<file path="src/rtl/keypad_pkg.sv">
// Shared types, 4x4 key-code map and code-to-value helper for the keypad scanner.
package keypad_pkg;

  // FSM states are plain constants so older tools that mishandle enums in
  // case items still elaborate the controller.
  typedef logic [1:0] state_t;
  localparam state_t ST_IDLE    = 2'd0;
  localparam state_t ST_PRESSED = 2'd1;
  localparam state_t ST_LOCKED  = 2'd2;

  typedef enum logic [1:0] {
    RES_NONE   = 2'd0,
    RES_SINGLE = 2'd1,
    RES_MULTI  = 2'd2
  } scan_res_e;

  localparam logic [3:0] BTN_1     = 4'd0;
  localparam logic [3:0] BTN_2     = 4'd1;
  localparam logic [3:0] BTN_3     = 4'd2;
  localparam logic [3:0] BTN_PLUS  = 4'd3;
  localparam logic [3:0] BTN_4     = 4'd4;
  localparam logic [3:0] BTN_5     = 4'd5;
  localparam logic [3:0] BTN_6     = 4'd6;
  localparam logic [3:0] BTN_MINUS = 4'd7;
  localparam logic [3:0] BTN_7     = 4'd8;
  localparam logic [3:0] BTN_8     = 4'd9;
  localparam logic [3:0] BTN_9     = 4'd10;
  localparam logic [3:0] BTN_EQ    = 4'd11;
  localparam logic [3:0] BTN_0     = 4'd13;

  // Digits map to 0-9, operators to A (+), B (-), C (=); unused positions give F.
  function automatic logic [3:0] code_to_value(input logic [3:0] code);
    case (code)
      BTN_0:     return 4'd0;
      BTN_1:     return 4'd1;
      BTN_2:     return 4'd2;
      BTN_3:     return 4'd3;
      BTN_4:     return 4'd4;
      BTN_5:     return 4'd5;
      BTN_6:     return 4'd6;
      BTN_7:     return 4'd7;
      BTN_8:     return 4'd8;
      BTN_9:     return 4'd9;
      BTN_PLUS:  return 4'hA;
      BTN_MINUS: return 4'hB;
      BTN_EQ:    return 4'hC;
      default:   return 4'hF;
    endcase
  endfunction

endpackage

</file>
<file path="src/rtl/sync2.sv">
// N-bit two-flop synchroniser for the asynchronous row sense inputs.
module sync2 #(
  parameter int W = 4
) (
  input  logic         clk,
  input  logic         rst,
  input  logic [W-1:0] d,
  output logic [W-1:0] q
);

  logic [W-1:0] meta;

  always_ff @(posedge clk) begin
    if (rst) begin
      meta <= '0;
      q    <= '0;
    end else begin
      meta <= d;
      q    <= meta;
    end
  end

endmodule

</file>
<file path="src/rtl/keypad_scanner.sv">
// Matrix keypad scanner: one-hot column drive, per-scan classification,
// multi-scan debounce and a single strobe per accepted press.
//
// state      | meaning
// -----------+-----------------------------------------------------------
// ST_IDLE    | no key accepted; waiting for a stable single press
// ST_PRESSED | key accepted and still held; a stable release is required
// ST_LOCKED  | stable multi-key seen; ignore everything until stable release
module keypad_scanner
  import keypad_pkg::*;
#(
  parameter int N_ROWS         = 4,
  parameter int N_COLS         = 4,
  parameter int SCAN_DIV       = 1000,
  parameter int DEBOUNCE_SCANS = 4,
  parameter int KEY_W          = $clog2(N_ROWS*N_COLS)
) (
  input  logic              clk,
  input  logic              rst,
  input  logic [N_ROWS-1:0] rows,
  output logic [N_COLS-1:0] cols,
  output logic [KEY_W-1:0]  key,
  output logic              key_valid,
  output logic              key_held
);

  localparam int DIV_W  = (SCAN_DIV > 1) ? $clog2(SCAN_DIV) : 1;
  localparam int COL_W  = (N_COLS > 1) ? $clog2(N_COLS) : 1;
  localparam int STAB_W = $clog2(DEBOUNCE_SCANS + 1);

  localparam logic [DIV_W-1:0]  DIV_LAST = DIV_W'(SCAN_DIV - 1);
  localparam logic [COL_W-1:0]  COL_LAST = COL_W'(N_COLS - 1);
  localparam logic [STAB_W-1:0] STAB_MAX = STAB_W'(DEBOUNCE_SCANS);
  localparam logic [N_COLS-1:0] COL0     = N_COLS'(1);

  logic [N_ROWS-1:0] row_s;
  logic [DIV_W-1:0]  div_cnt;
  logic [COL_W-1:0]  col_idx;
  logic [1:0]        hit_cnt;
  logic [KEY_W-1:0]  hit_code;
  scan_res_e         prev_res;
  logic [KEY_W-1:0]  prev_code;
  logic [STAB_W-1:0] stab_cnt;
  state_t            state;

  logic              tc;
  logic              scan_end;
  logic [1:0]        col_hits;
  logic [KEY_W-1:0]  col_code;
  logic [2:0]        hit_sum;
  logic [1:0]        scan_hits;
  logic [KEY_W-1:0]  scan_code;
  scan_res_e         scan_res;
  logic              same_res;
  logic [STAB_W-1:0] stab_nxt;
  logic              stable;
  state_t            state_nxt;
  logic              accept;

  sync2 #(.W(N_ROWS)) u_sync (
    .clk (clk),
    .rst (rst),
    .d   (rows),
    .q   (row_s)
  );

  assign tc       = (div_cnt == DIV_LAST);
  assign scan_end = tc && (col_idx == COL_LAST);

  // Hits in the column being sampled now, saturating at two.
  always_comb begin
    col_hits = 2'd0;
    col_code = '0;
    for (int r = 0; r < N_ROWS; r++) begin
      if (row_s[r]) begin
        if (col_hits != 2'd2) col_hits = col_hits + 2'd1;
        col_code = KEY_W'(r * N_COLS + int'(col_idx));
      end
    end
  end

  // Whole-scan view including the last column, used at scan_end.
  always_comb begin
    hit_sum   = {1'b0, hit_cnt} + {1'b0, col_hits};
    scan_hits = (hit_sum >= 3'd2) ? 2'd2 : hit_sum[1:0];
    scan_code = (col_hits != 2'd0) ? col_code : hit_code;
    case (scan_hits)
      2'd0:    scan_res = RES_NONE;
      2'd1:    scan_res = RES_SINGLE;
      default: scan_res = RES_MULTI;
    endcase
  end

  always_comb begin
    same_res = (scan_res == prev_res) &&
               ((scan_res != RES_SINGLE) || (scan_code == prev_code));
    if (!same_res)
      stab_nxt = STAB_W'(1);
    else if (stab_cnt == STAB_MAX)
      stab_nxt = stab_cnt;
    else
      stab_nxt = stab_cnt + STAB_W'(1);
    stable = (stab_nxt == STAB_MAX);
  end

  always_comb begin
    state_nxt = state;
    accept    = 1'b0;
    if (scan_end && stable) begin
      case (state)
        ST_IDLE: begin
          if (scan_res == RES_SINGLE) begin
            state_nxt = ST_PRESSED;
            accept    = 1'b1;
          end else if (scan_res == RES_MULTI) begin
            state_nxt = ST_LOCKED;
          end
        end
        ST_PRESSED: begin
          if (scan_res == RES_NONE)       state_nxt = ST_IDLE;
          else if (scan_res == RES_MULTI) state_nxt = ST_LOCKED;
        end
        ST_LOCKED: begin
          if (scan_res == RES_NONE) state_nxt = ST_IDLE;
        end
        default: state_nxt = ST_IDLE;
      endcase
    end
  end

  always_ff @(posedge clk) begin
    if (rst) begin
      div_cnt   <= '0;
      col_idx   <= '0;
      cols      <= COL0;
      hit_cnt   <= 2'd0;
      hit_code  <= '0;
      prev_res  <= RES_NONE;
      prev_code <= '0;
      stab_cnt  <= '0;
      state     <= ST_IDLE;
      key       <= '0;
      key_valid <= 1'b0;
      key_held  <= 1'b0;
    end else begin
      state     <= state_nxt;
      key_valid <= accept;
      key_held  <= (state_nxt == ST_PRESSED);
      if (accept) key <= scan_code;

      if (tc) begin
        div_cnt <= '0;
        cols    <= {cols[N_COLS-2:0], cols[N_COLS-1]};
        if (scan_end) begin
          col_idx   <= '0;
          hit_cnt   <= 2'd0;
          hit_code  <= '0;
          prev_res  <= scan_res;
          prev_code <= scan_code;
          stab_cnt  <= stab_nxt;
        end else begin
          col_idx <= col_idx + COL_W'(1);
          hit_cnt <= scan_hits;
          if (col_hits != 2'd0) hit_code <= col_code;
        end
      end else begin
        div_cnt <= div_cnt + DIV_W'(1);
      end
    end
  end

endmodule

</file>
<file path="config.mk">
export PLATFORM = sky130hd
export DESIGN_NAME = keypad_scanner
export DESIGN_NICKNAME = d
export VERILOG_FILES = /design/src/rtl/keypad_pkg.sv /design/src/rtl/sync2.sv /design/src/rtl/keypad_scanner.sv
export SDC_FILE = /design/constraint.sdc
export NUM_CORES = 1
export LEC_CHECK = 0
export ABC_AREA = 1
export BUFFER_PORTS_ARGS = -buffer_cell sky130_fd_sc_hd__buf_4
export CELL_PAD_IN_SITES_DETAIL_PLACEMENT = 1
export CELL_PAD_IN_SITES_GLOBAL_PLACEMENT = 1
export CORE_MARGIN = 2
export CORE_UTILIZATION = 39
export DETAILED_ROUTE_END_ITERATION = 10
export GPL_TIMING_DRIVEN = 1
export HOLD_SLACK_MARGIN = 0.1
export PLACE_DENSITY_LB_ADDON = 0.1
export SETUP_SLACK_MARGIN = 0.15
export SLEW_MARGIN = 40
export SYNTH_ARGS = -nofsm -noshare
export SYNTH_HDL_FRONTEND = slang
export SYNTH_SLANG_ARGS = --single-unit
</file>
<file path="constraint.sdc">
create_clock -name clk -period 3.44 [get_ports clk]
set_clock_uncertainty 0.05 [all_clocks]
set_input_delay 0.688 -clock clk [delete_from_list [all_inputs] [get_ports clk]]
set_output_delay 0.688 -clock clk [all_outputs]
set_load 0.02 [all_outputs]
</file>
# Word-level counts from Yosys, hierarchy flattened
# Cells that the tools add are included.
[op_classes] n_addsub=10 mul=0 n_div=0 magnitude_cmp=1 n_eq_ne=16 n_shift=0 n_mux=28 n_bitwise=0 reduce_logical=10
[ops] cell="2-bit two-way mux" n=15
[ops] cell="4-bit two-way mux" n=5
[ops] cell="10-bit by 1-bit adder with 10-bit output (second input constant)" n=1
[ops] cell="10-bit equality test (second input constant)" n=1
[ops] cell="2-bit by 1-bit adder with 2-bit output (second input constant)" n=4
[ops] cell="4-bit by 2-bit adder with 4-bit output (first input constant)" n=2
[ops] cell="2-bit by 1-bit equality test with 1-bit output (second input constant)" n=4
[ops] cell="2-bit equality test (second input constant)" n=3
[ops] cell="3-bit equality test (second input constant)" n=2
[ops] cell="2-bit logical NOT" n=3
[ops] cell="3-bit two-way mux" n=2
[ops] cell="2-bit inequality test (second input constant)" n=3
[ops] cell="2-bit one-hot mux with 3 select lines" n=1
[ops] cell="3-bit by 2-bit adder with 4-bit output (first input constant)" n=1
[ops] cell="4-bit equality test" n=1
[ops] cell="1-bit two-way mux" n=4
[ops] cell="2-bit one-hot mux with 2 select lines" n=1
[ops] cell="2-bit by 2-bit adder with 3-bit output" n=1
[ops] cell="3-bit by 1-bit adder with 3-bit output (second input constant)" n=1
[ops] cell="3-bit by 2-bit >= comparator with 1-bit output (second input constant)" n=1
[ops] cell="1-bit logical AND" n=3
[ops] cell="2-bit equality test" n=1
[ops] cell="2-bit by 1-bit inequality test with 1-bit output (second input constant)" n=1
[ops] cell="2-bit AND reduction" n=1
[ops] cell="3 further kinds" n=3
[totals] regBits=47 latch_bits=0 mem_bits_rw=0 romBits=0 inputBits=6 out_inout_bits=10 elab_cells=79 mem_count=0

# Longest topological paths before layout
# Gate-level depths: netlist of the first run.
[depth] depth_word=23 mapped_depth=22 depth_no_buf=22

# Modules after synthesis
# Synthesis of the first run repeated with hierarchy kept, for this count alone.
[hier_totals] hier_cells=304 area_unflattened_um2=2249.7
[modules_own_cells] mod="keypad_scanner" instances=1 cells_each=279 area_per_inst_um2=2018.2 seq_area_each_um2=780.7
[modules_own_cells] mod="sync2" instances=1 cells_each=25 area_per_inst_um2=231.5 seq_area_each_um2=160.2

# Worst setup path after synthesis of the first run
# OpenSTA, ideal clock, no wires.
[synth_timing] path_kind="register -> register" startpoint="register u_sync.q[1]" endpoint="register key[0]" setup_time_ns=0.118 arrival_time_ns=3.073 required_ns=3.272 path_slack_ns=0.199 stages_incl_launch_ff=21 path_buffers=1 synth_period_minus_slack_ns=3.241 cell_sequence="dfxtp_1 > inv_1 > ha_1 > nand2_1 > and2_1 > ha_1 > or2_1 > nand2_4 > inv_1 > ha_1 > inv_1 > fa_1 > nand2_1 > nor2_1 > inv_1 > o21ai_0 > nor3_4 > nand4_4 > buf_6 > nor3_1 > nor2_1"
[synth_via] elab_chain_cells=19 word_cells_on_any_way=32 cone_classes="add/sub: 3; order compare: 1; eq/ne: 8; mux: 15; reduce/logical: 5"
[synth_lines] element="start, declared" line_no="sync2.sv:8" text="output logic [W-1:0] q"
[synth_lines] element="start signal, assigned" line_no="sync2.sv:19" text="q <= meta;"
[synth_lines] element="2-bit two-way mux" line_no="keypad_scanner.sv:75" text="if (row_s[r]) begin"
[synth_lines] element="2-bit by 1-bit adder with 2-bit output or 2-bit inequality test (tied branches)" line_no="keypad_scanner.sv:76" text="if (col_hits != 2'd2) col_hits = col_hits + 2'd1;"
[synth_lines] element="2-bit two-way mux" line_no="keypad_scanner.sv:76"
[synth_lines] element="2-bit two-way mux" line_no="keypad_scanner.sv:75"
[synth_lines] element="2-bit by 1-bit adder with 2-bit output or 2-bit inequality test (tied branches)" line_no="keypad_scanner.sv:76"
[synth_lines] element="2-bit two-way mux" line_no="keypad_scanner.sv:76"
[synth_lines] element="2-bit two-way mux" line_no="keypad_scanner.sv:75"
[synth_lines] element="2-bit by 2-bit adder with 3-bit output" line_no="keypad_scanner.sv:84" text="hit_sum = {1'b0, hit_cnt} + {1'b0, col_hits};"
[synth_lines] element="(+3 left out)"
[synth_lines] element="2-bit one-hot mux with 2 select lines" line_no="keypad_scanner.sv:87" text="case (scan_hits)"
[synth_lines] element="2-bit by 1-bit inequality test with 1-bit output" line_no="keypad_scanner.sv:96" text="((scan_res != RES_SINGLE) || (scan_code == prev_code));"
[synth_lines] element="1-bit logical OR" line_no="keypad_scanner.sv:96"
[synth_lines] element="1-bit logical AND" line_no="keypad_scanner.sv:95" text="same_res = (scan_res == prev_res) &&"
[synth_lines] element="3-bit two-way mux" line_no="keypad_scanner.sv:97" text="if (!same_res)"
[synth_lines] element="3-bit equality test" line_no="keypad_scanner.sv:103" text="stable = (stab_nxt == STAB_MAX);"
[synth_lines] element="1-bit logical AND" line_no="keypad_scanner.sv:109" text="if (scan_end && stable) begin"
[synth_lines] element="1-bit two-way mux" line_no="keypad_scanner.sv:109"
[synth_lines] element="end signal, assigned" line_no="keypad_scanner.sv:149" text="if (accept) key <= scan_code;"
[synth_lines] element="end, declared" line_no="keypad_scanner.sv:22" text="output logic [KEY_W-1:0] key,"
# Several ways; a longest one is shown, not always the timed one.
# A chain may end at the register's enable or synchronous reset.

# Final worst setup path of the first run
[layout_timing] startpoint="register u_sync.q[1]" endpoint="register state[1]"
[layout_via] elab_chain_cells=19 word_cells_on_any_way=37 cone_classes="add/sub: 3; order compare: 1; eq/ne: 9; mux: 18; reduce/logical: 6"
[layout_lines] element="2-bit two-way mux" line_no="keypad_scanner.sv:75"
[layout_lines] element="2-bit by 1-bit adder with 2-bit output or 2-bit inequality test (tied branches)" line_no="keypad_scanner.sv:76"
[layout_lines] element="2-bit two-way mux" line_no="keypad_scanner.sv:76"
[layout_lines] element="2-bit two-way mux" line_no="keypad_scanner.sv:75"
[layout_lines] element="2-bit by 1-bit adder with 2-bit output or 2-bit inequality test (tied branches)" line_no="keypad_scanner.sv:76"
[layout_lines] element="2-bit two-way mux" line_no="keypad_scanner.sv:76"
[layout_lines] element="2-bit two-way mux" line_no="keypad_scanner.sv:75"
[layout_lines] element="2-bit by 2-bit adder with 3-bit output" line_no="keypad_scanner.sv:84"
[layout_lines] element="(+3 left out)"
[layout_lines] element="2-bit one-hot mux with 2 select lines" line_no="keypad_scanner.sv:87"
[layout_lines] element="2-bit by 1-bit inequality test with 1-bit output" line_no="keypad_scanner.sv:96"
[layout_lines] element="1-bit logical OR" line_no="keypad_scanner.sv:96"
[layout_lines] element="1-bit logical AND" line_no="keypad_scanner.sv:95"
[layout_lines] element="3-bit two-way mux" line_no="keypad_scanner.sv:97"
[layout_lines] element="3-bit equality test" line_no="keypad_scanner.sv:103"
[layout_lines] element="1-bit logical AND" line_no="keypad_scanner.sv:109"
[layout_lines] element="2-bit two-way mux (*)" line_no="keypad_scanner.sv:109"
[layout_lines] element="end signal, assigned" line_no="keypad_scanner.sv:146" text="state <= state_nxt;"
[layout_lines] element="end, declared" line_no="keypad_scanner.sv:44" text="state_t state;"
# Every way passes the cells marked *; elsewhere a longest branch is shown, timed or not.

==> results_dict.tcl, run 1 <==
set metrics [dict create \
    status "finished clean" \
    fmax_ghz 0.308 \
    yosys.area.top_type "dfxtp_1" \
    ys_ff_latch 47 \
    antenna_found_initial 0 \
    synth_compound_area_share_pct 10.2 \
    rsz0062_at_grt "true" \
    crit_fanout 6 \
    grt_pass1_vias 2075 \
    drive_above_1_share_pct 21.3 \
    syn_area_sq_um 2240 \
    ctsRootBufferMaster "clkbuf_8" \
    power_density_nw_per_um2 368 \
    worst-r2r-cell-count 20 \
    fill_cells 721 \
    design.core.area_sq_um 5540 \
    numCtsBuffers 5 \
    crit_type "reg2reg" \
    p_leak_nw 1.22 \
    hpwl_um 3800 \
    drv_slew 0 \
    dieArea_sq_um 6360 \
    numPortBuffers 15 \
    cts_sinks 47 \
    setup_ws_ns 0.198 \
    final_core_util_pct 48.6 \
    synth_top_family_by_area "simple AND/OR/NAND/NOR gates" \
    clkTransAtPathRegs_ns 0.09 \
    nets 349 \
    clk_latency_ns 0.29 \
    hold_violations 0 \
    worstSetupEndpointType "flip-flop" \
    wl_per_cell_um 13.2 \
    synth_area_leaders "dfxtp_1 42%, nand2_1 9.7%, inv_1 8.7%" \
    drc 0 \
    gr-usage-all-layers_pct 18.5 \
    ctsHoldBuffers 0 \
    pre_cts_ws_ns -0.0796 \
    ant_nets 0 \
    slew_headroom_pct 67.4 \
    initial_utilization_pct 40.4 \
    min_path_type "reg2reg" \
    ys.warnings.count 0 \
    synth_xor_area_share_pct 1.57 \
    via_count 1980 \
    synth_top_area_share_pct 42.1 \
    num_rows 27 \
    syn2layout_area_growth_pct 20.5 \
    place.gp.congestion 0.775 \
    worst_ep_required_time_ns 3.59 \
    cap_violations 0 \
    cts_max_level 2 \
    worstSetupStartpointType "flip-flop" \
    grt_max_degree 23 \
    layout_common_cells "52 x nand2_1, 45 x dfxtp_1, 44 x inv_1, 33 x nor2_1, 27 x nand3_1" \
    drt_wl_total_um 5350 \
    die-width_um 79.7 \
    worstMarginPinSlew_ns 0.488 \
    drt_iter0_markers 105 \
    final.period_utilization_pct 94.2 \
    synth_mux_area_share_pct 0 \
    cts_tree "built" \
    ir_worst_vdd_mv 0.236 \
    grt_pass1_wl_um 9380 \
    drt_pass1_iterations 4 \
    synth-adder-area-share_pct 5.93 \
    final_common_cell "nand2_1" \
    die_h_um 79.7 \
    diodes 0 \
    syn_nets 322 \
    overflow 0 \
    min_period_ns 3.24 \
    yosys.area_share.simple_pct 29.6 \
    clockBufferDepth 2 \
    setup-violations-final 0 \
    viasPerCell 4.88 \
    whs_ns 0.346 \
    yosysUniqueCellTypes 30 \
    seq_area_frac_synth_pct 42.1 \
    total_power_mw 0.993 \
    netlist_instances 306 \
    ios 16 \
    avgSynthCellArea_sq_um 7.31 \
    cp.arrival_ns 3.39 \
    holdPathStages 2 \
]
power by group:
part / internal (mW) / total [mW] / switching, mW / leakage (nW)
Clock: 0.143 / 0.320 / 0.177 / 0.0422
Sequential: 0.551 / 0.556 / 0.00461 / 0.382
Combinational: 0.0464 / 0.117 / 0.0708 / 0.796
Total: 0.740 / 0.993 / 0.253 / 1.22
stage by stage:
stage | TNS, ns | area [sq um] | cells
2_1_floorplan | 0 | 2240 | 306
3_3_place_gp | 0 | 2450 | 392
3_5_place_dp | -0.156 | 2450 | 392
4_1_cts | 0 | 2580 | 402
5_1_grt | 0 | 2700 | 406
6_report | 0 | 2700 | 406
state kept, by name (all words and copies together), names as in the netlist:
signal	count
key_held	1
state	2
prev_code	4
hit_cnt	2
stab_cnt	3
prev_res	2
div_cnt	10
u_sync.q	4
key_valid	1
cols	4
col_idx	2
u_sync.meta	4
key	4
hit_code	4
cells by family (layout without fill, tap and decap cells):
family,count (synthesis),in the layout
compound gates,41,41
xor+xnor,4,4
fa+ha+maj,10,10
buf+inv,61,87
flops,47,47
simple gates,143,145
path summary, 6_finish.rpt:
path	end	slack, ns	start
max	state[1]	0.20	u_sync.q[1]
min	u_sync.q[1]	0.35	u_sync.meta[1]
max reg2reg	state[1]	0.20	u_sync.q[1]
min reg2reg	u_sync.q[1]	0.35	u_sync.meta[1]
routing by layer:
| layer | up-vias | track usage, % | wire (um) |
|---|---|---|---|
| li1 | 1019 | - | - |
| met1 | 943 | 22.8 | 2420 |
| met2 | 14 | 33.7 | 2770 |
| met3 | 4 | 2.83 | 121 |
| met4 | 0 | 4.07 | 38 |
| met5 | - | 0 | 0 |
worst max-delay path, cell delays in order (launching register included):
cell	delay, ns
dfxtp_2	0.37
buf_4	0.12
ha_1	0.14
nand2_1	0.07
and2_4	0.15
ha_4	0.15
or2_4	0.25
nand2_4	0.06
inv_2	0.04
ha_4	0.14
inv_2	0.04
fa_1	0.42
nand2_2	0.13
inv_2	0.05
nand2_2	0.08
o21ai_4	0.07
nor3_4	0.30
nand4_4	0.19
nand2_2	0.12
o21ai_2	0.06
and2_1	0.13
synthesized netlist by cell type, drive strengths merged:
library cell  count
dfxtp            47
xor2              4
fa                1
or2               2
nor3              9
o22ai             2
a31oi             1
o21bai            4
nand2            64
nand3            27
nor2             35
o221ai            1
ha                9
inv              53
nor4              1
o21ai            16
buf               2
a21oi            15
a211oi            1
clkinv            1
clkbuf            5
and2              3
nand4             2
o21a              1
final cells by class:
type | count | area [sq um] | share of cell area, %
multi-input cells | 200 | 1180 | 44.0
flip-flops and latches | 47 | 943 | 35.0
inverters | 54 | 208 | 7.71
repair buffers | 25 | 188 | 6.96
well taps | 72 | 90.1 | 3.34
clock buffers | 7 | 76.3 | 2.83
clock inverters | 1 | 5.00 | 0.186
timing repair:
item	in CTS	in global routing
cloned	1	1
setup buffers	1	3
pin swaps	8	11
setup endpoints to repair	11	11
resized for setup	15	24
No activity file was read; power rests on OpenSTA's default activity.
==> run 2, diff against run 1 <==
CORE_ASPECT_RATIO = 0.8   (was default)
==> run 2 against run 1 <==
Effect of this change:
- total power grew 2.8%
- core utilization grew 0.54 points
- worst setup slack lost 0.0034 ns
- critical path depth is the same
- cell count grew 0.99%
- design area grew 0.28%
- via count shrank 1.2%
- clock-buffer cell count is the same
- sequential power is essentially flat
- first-iteration DRC count shrank 53%
- critical path type unchanged
- largest cell class unchanged
- largest power group unchanged
==> results_dict.tcl, run 2 (same netlist as run 1, synthesis figures left out) <==
set metrics [dict create \
    slew_headroom_pct 66.8 \
    design.core.area_sq_um 5500 \
    drt_wl_total_um 5260 \
    worst_ep_required_time_ns 3.64 \
    worstMarginPinSlew_ns 0.497 \
    layout_common_cells "52 x nand2_1, 45 x inv_1, 45 x dfxtp_1, 34 x nor2_1, 27 x nand3_1" \
    die-width_um 88.7 \
    cts_sinks 47 \
    dpl-instance-area_sq_um 2460 \
    p_leak_nw 1.22 \
    initial_utilization_pct 40.7 \
    drv_slew 0 \
    largest_reg_flops 10 \
    top_layer "met4" \
    worstSetupStartpointType "flip-flop" \
    status "finished clean" \
    worstSetupEndpointType "flip-flop" \
    viasPerCell 4.77 \
    pre_cts_ws_ns -0.0206 \
    cts_max_level 2 \
    overflow 0 \
    final_core_util_pct 49.2 \
    fmax_ghz 0.308 \
    ant_nets 0 \
    seq_area_sq_um 943 \
    numCtsBuffers 5 \
    setup-violations-final 0 \
    drc 0 \
    ctsRootBufferMaster "clkbuf_8" \
    diodes 0 \
    cap_violations 0 \
    antenna_found_initial 0 \
    met2_length_um 2310 \
    crit_type "reg2reg" \
    grt_pass1_vias 1862 \
    syn2layout_area_growth_pct 20.8 \
    route.met3.wl_um 123 \
    wl_met1_um 2750 \
    final_common_cell "nand2_1" \
    min_period_ns 3.25 \
    final_cell_area_sq_um 2700 \
    drt_iter0_markers 49 \
    rsz0062_at_grt "true" \
    multiInputGateArea_sq_um 1180 \
    cp.arrival_ns 3.44 \
    cts_tree "built" \
    clockBufferDepth 2 \
    dieArea_sq_um 6360 \
    setup_ws_ns 0.195 \
    cpMaxStageDelayCell "fa_1" \
    grt_pass1_wl_um 8600 \
    numPortBuffers 15 \
    min_path_type "reg2reg" \
    clk_latency_ns 0.30 \
    wl_per_cell_um 12.8 \
    whs_ns 0.355 \
    gr-usage-all-layers_pct 17.6 \
    fill_cells 720 \
    holdPathStages 2 \
    max_stage_delay_ns 0.43 \
    grt_max_degree 23 \
    via_count 1957 \
    worst-r2r-cell-count 20 \
    power_density_nw_per_um2 378 \
    final.period_utilization_pct 94.3 \
    tns_ns 0 \
    ios 16 \
    worstPathCellList "inv_4 -> ha_4 -> nand2_2 -> and2_4 -> ha_4 -> or2_4 -> nand2_4 -> inv_2 -> ha_4 -> inv_2 -> fa_1 -> nand2_2 -> nor2_4 -> inv_2 -> o21ai_4 -> nor3_4 -> nand4_4 -> o21bai_1 -> nand2_1 -> nor2_1" \
    ir_worst_vdd_mv 0.204 \
    nets 347 \
    crit_fanout 6 \
    num_rows 24 \
    drt_pass1_iterations 4 \
    die_h_um 71.7 \
    hold_violations 0 \
    clkTransAtPathRegs_ns 0.09 \
    regMostFlops "div_cnt" \
    place.gp.congestion 0.750 \
    hpwl_um 3690 \
    drive_above_1_share_pct 20.8 \
]
[run 2: cell types whose count changed in the layout (fill, tap and decap cells not counted)]
cell,change
nor2_1,+1
clkinv_2,-1
buf_4,-1
clkinv_4,+1
inv_1,+1
nor3_1,-1
inv_4,-1
nor3_2,+1
clkbuf_8,+1
nor2_2,-1
clkbuf_1,-1
nand2_2,-1
[run 2: path summary, 6_finish.rpt]
| check | startpoint | end | slack, ns |
|---|---|---|---|
| min reg2reg | u_sync.meta[0] | u_sync.q[0] | 0.35 |
| max reg2reg | u_sync.q[0] | key[3] | 0.19 |
| max | u_sync.q[0] | key[3] | 0.19 |
| min | u_sync.meta[0] | u_sync.q[0] | 0.35 |
[run 2: timing repair]
action | in CTS | in global routing
hold buffers | 0 | 0
setup buffers | 2 | 1
setup endpoints to repair | 8 | 11
pin swaps | 7 | 17
resized for setup | 12 | 24
gates cloned | 1 | 0
[run 2: power by group]
group,internal [mW],switching (mW)
clock network,0.165,0.187
logic,0.0433,0.0702
registers,0.551,0.00428
total,0.759,0.261
[run 2: area by class of cell]
| type | instances | share of cell area, % |
|---|---|---|
| inverters | 54 | 7.59 |
| flip-flops and latches | 47 | 34.9 |
| clock inverters | 1 | 0.324 |
| clock buffers | 7 | 3.19 |
| well taps | 78 | 3.61 |
| multi-input cells | 199 | 43.7 |
| repair buffers | 24 | 6.67 |
[run 2: metal layers]
| layer | up-vias | global-route usage [%] |
|---|---|---|
| met2 | 21 | 26.5 |
| met5 | - | 0 |
| met1 | 915 | 25.1 |
| li1 | 1014 | - |
| met3 | 7 | 3.46 |
| met4 | 0 | 6.06 |
[run 2: through the flow]
| step | total power, mW | instances |
|---|---|---|
| floorplan | 0.629 | 306 |
| global placement | 0.657 | 398 |
| detailed placement | 0.660 | 398 |
| CTS | 1.02 | 409 |
| global route | 1.07 | 410 |
| finish | 1.02 | 410 |
[run 2: worst max-delay path: cells and delay by family, from the launching register on]
kind	cells	cell delay [ns]
AOI/OAI and AO/OA	2	0.25
and+or+nand+nor	10	1.34
DFF	1	0.36
adders and majority gates	4	0.96
buffers and inverters	4	0.22
==> run 3, diff against run 2 <==
ABC_AREA = default   (was 1)
CORE_UTILIZATION = 41   (was 39)
==> run 3 against run 2 <==
Effect of this change:
- the flow now finishes with violations (setup timing)
- clock power increased by 14%
- flip-flop and latch count unchanged
- sequential share of layout area decreased by 2.7 points
- synthesized cell count decreased by 14%
- global-route usage increased by 3.7 points
==> results_dict.tcl, run 3 <==
set metrics [dict create \
    dieArea_sq_um 6300 \
    seq_area_frac_synth_pct 40.5 \
    grt_max_degree 45 \
    ctsRootBufferMaster "clkbuf_8" \
    slew_headroom_pct 68.0 \
    via_count 2016 \
    synth_top_area_share_pct 40.5 \
    ios 16 \
    drt_wl_total_um 6180 \
    fmax_ghz 0.277 \
    rsz0062_at_grt "true" \
    initial_utilization_pct 42.6 \
    holdPathStages 1 \
    setup_ws_ns -0.170 \
    antenna_found_initial 0 \
    worstPathCellList "inv_2 -> ha_4 -> mux2i_4 -> ha_2 -> inv_2 -> mux2i_1 -> ha_2 -> inv_2 -> fa_2 -> nand3_2 -> nor3b_4 -> o2111ai_2 -> nor4_2 -> nand4_1 -> buf_6 -> mux2i_1 -> nor2_1" \
    synth-adder-area-share_pct 5.70 \
    numPortBuffers 15 \
    hpwl_um 4190 \
    yosys.area_share.simple_pct 26.0 \
    viasPerCell 5.26 \
    grt_pass1_wl_um 10500 \
    ys.warnings.count 0 \
    synth_compound_area_share_pct 15.9 \
    die_h_um 71.4 \
    synth_commonest_cells "47 x dfxtp_1, 27 x nor2_1, 26 x nand2_1, 17 x a21oi_1, 13 x inv_1" \
    power_density_nw_per_um2 375 \
    tns_ns -0.907 \
    drt_iter0_markers 51 \
    min_period_ns 3.61 \
    cts_max_level 2 \
    min_path_type "reg2reg" \
    wl_per_cell_um 16.1 \
    synth-edff-count 0 \
    worstSetupEndpointType "flip-flop" \
    switchingPower_mw 0.265 \
    netlist_instances 262 \
    design.core.area_sq_um 5470 \
    setup-violations-final 8 \
    yosys.area.top_type "dfxtp_1" \
    pwr-share-comb_pct 13.1 \
    synthArstFlopShare_pct 0 \
    synth_area_leaders "dfxtp_1 40%, ha_1 4.8%, nor2_1 4.4%" \
    p_leak_nw 1.13 \
    seq_area_sq_um 946 \
    regMostFlops "div_cnt" \
    p_int_mw 0.836 \
    crit_fanout 5 \
    rrSetupSlack_ns -0.17 \
    cts_tree "built" \
    synth_top_family_by_area "simple AND/OR/NAND/NOR gates" \
    pre_cts_ws_ns -0.277 \
    synth_most_common_cell "dfxtp_1" \
    numCtsBuffers 5 \
    syn_area_sq_um 2330 \
    worst-r2r-cell-count 17 \
    status "finished with violations" \
    num_rows 24 \
    synth_xor_area_share_pct 4.14 \
    syn_nets 278 \
    die-width_um 88.2 \
    cp.arrival_ns 3.74 \
    final.period_utilization_pct 105 \
    max_stage_delay_ns 0.62 \
    drv_slew 0 \
    diodes 0 \
    yosysUniqueCellTypes 51 \
    cts_sinks 47 \
    drt_pass1_iterations 4 \
    cap_violations 0 \
    whs_ns 0.392 \
    fill_cells 660 \
    largest_reg_flops 10 \
    worstMarginPinSlew_ns 0.480 \
    worstSetupStartpointType "flip-flop" \
    grt_pass1_vias 2070 \
    hold_violations 0 \
    seqPwrFrac_pct 50.5 \
    pwr-share-clk_pct 36.4 \
    clkTransAtPathRegs_ns 0.09 \
    ys_ff_latch 47 \
    ant_nets 0 \
    final_common_cell "buf_4" \
    layout_common_cells "46 x buf_4, 45 x dfxtp_1, 26 x nand2_1, 26 x nor2_1, 16 x a21oi_1" \
    synth_mux_area_share_pct 3.50 \
    total_power_mw 1.10 \
    worst_ep_required_time_ns 3.57 \
    cpMaxStageDelayCell "fa_2" \
    ir_worst_vdd_mv 0.156 \
    ys.flop_type "dfxtp_1" \
    syn2layout_area_growth_pct 26.3 \
    drive_above_1_share_pct 28.2 \
    overflow 0 \
    crit_top_cell "inv_2" \
    clk_latency_ns 0.31 \
    violations "setup timing" \
    drc 0 \
    multiInputGateArea_sq_um 1390 \
    path_buf_inv 4 \
    gr-usage-all-layers_pct 21.3 \
    cp_top_family "adder cells" \
    nets 321 \
    place.gp.congestion 0.770 \
    cp_num_cells 17 \
    swShare_pct 24.1 \
    crit_type "reg2reg" \
    avgSynthCellArea_sq_um 8.88 \
    clockBufferDepth 2 \
]
## run 3: cell count changes after synthesis, moves of 8 or more
cell / delta
inv_1: -39
nand2_1: -32
nand3_1: -19
nor2_1: -8
o21ai_0: -13
nor2b_1: +12
## run 3: worst reg2reg max path, cell delays in order (launching register included)
cell       delay (ns)
dfxtp_2          0.35
inv_2            0.06
ha_4             0.25
mux2i_4          0.16
ha_2             0.21
inv_2            0.03
mux2i_1          0.15
ha_2             0.20
inv_2            0.04
fa_2             0.62
nand3_2          0.12
nor3b_4          0.24
o2111ai_2        0.15
nor4_2           0.30
nand4_1          0.17
buf_6            0.18
mux2i_1          0.15
nor2_1           0.06
## run 3: through the flow
| step | cells | cell area (sq um) | utilization, % |
|---|---|---|---|
| after global placement | 365 | 2680 | 49.1 |
| after detailed placement | 365 | 2680 | 49.1 |
| after CTS | 377 | 2860 | 52.2 |
| after global routing | 383 | 2940 | 53.8 |
| final | 383 | 2940 | 53.8 |
| after floorplan | 262 | 2370 | - |
## run 3: path summary, 6_finish.rpt
| check | startpoint | endpoint |
|---|---|---|
| min reg2reg | u_sync.meta[1] | u_sync.q[1] |
| max | u_sync.q[0] | key[2] |
| max reg2reg | u_sync.q[0] | key[2] |
| min | u_sync.meta[1] | u_sync.q[1] |
## run 3: per-layer routing
layer  vias up  share of wire (%)  global-route usage, %
met5         -                  0                      0
met4         0                1.4                   5.22
met3         9                2.4                   4.15
met2        26                 44                   32.5
met1       975                 52                   31.1
li1       1006                  -                      -
## run 3: timing repair
action | in CTS | in global routing
pin swaps | 13 | 10
buffers inserted | 5 | 6
setup endpoints to repair | 9 | 11
hold buffers | 0 | 0
cloned | 0 | 0
resized for setup | 7 | 10
## run 3: power by group through the flow
stage / clock (mW) / combinational, mW / sequential [mW]
after global routing: 0.428 / 0.158 / 0.557
after global placement: 0 / 0.114 / 0.569
final: 0.400 / 0.144 / 0.556
after detailed placement: 0 / 0.117 / 0.569
after floorplan: 0 / 0.0767 / 0.568
after CTS: 0.408 / 0.131 / 0.557
## run 3: cell type report
class / count / share of cell area (%)
multi-input cells: 191 / 47.2
repair buffers: 47 / 12.1
flip-flops and latches: 47 / 32.2
clock buffers: 6 / 2.47
inverters: 13 / 1.66
well taps: 78 / 3.32
clock inverters: 1 / 1.02
## run 3: kinds of logic (layout without fill, tap and decap cells)
kind of cell               count (synthesis)  in the layout
and+or+nand+nor                          116            116
xor gates and xnor gates                  11             11
buffers and inverters                     24             67
muxes                                      8              8
AOI/OAI and AO/OA                         46             46
adders and majority gates                 10             10
DFF                                       47             47
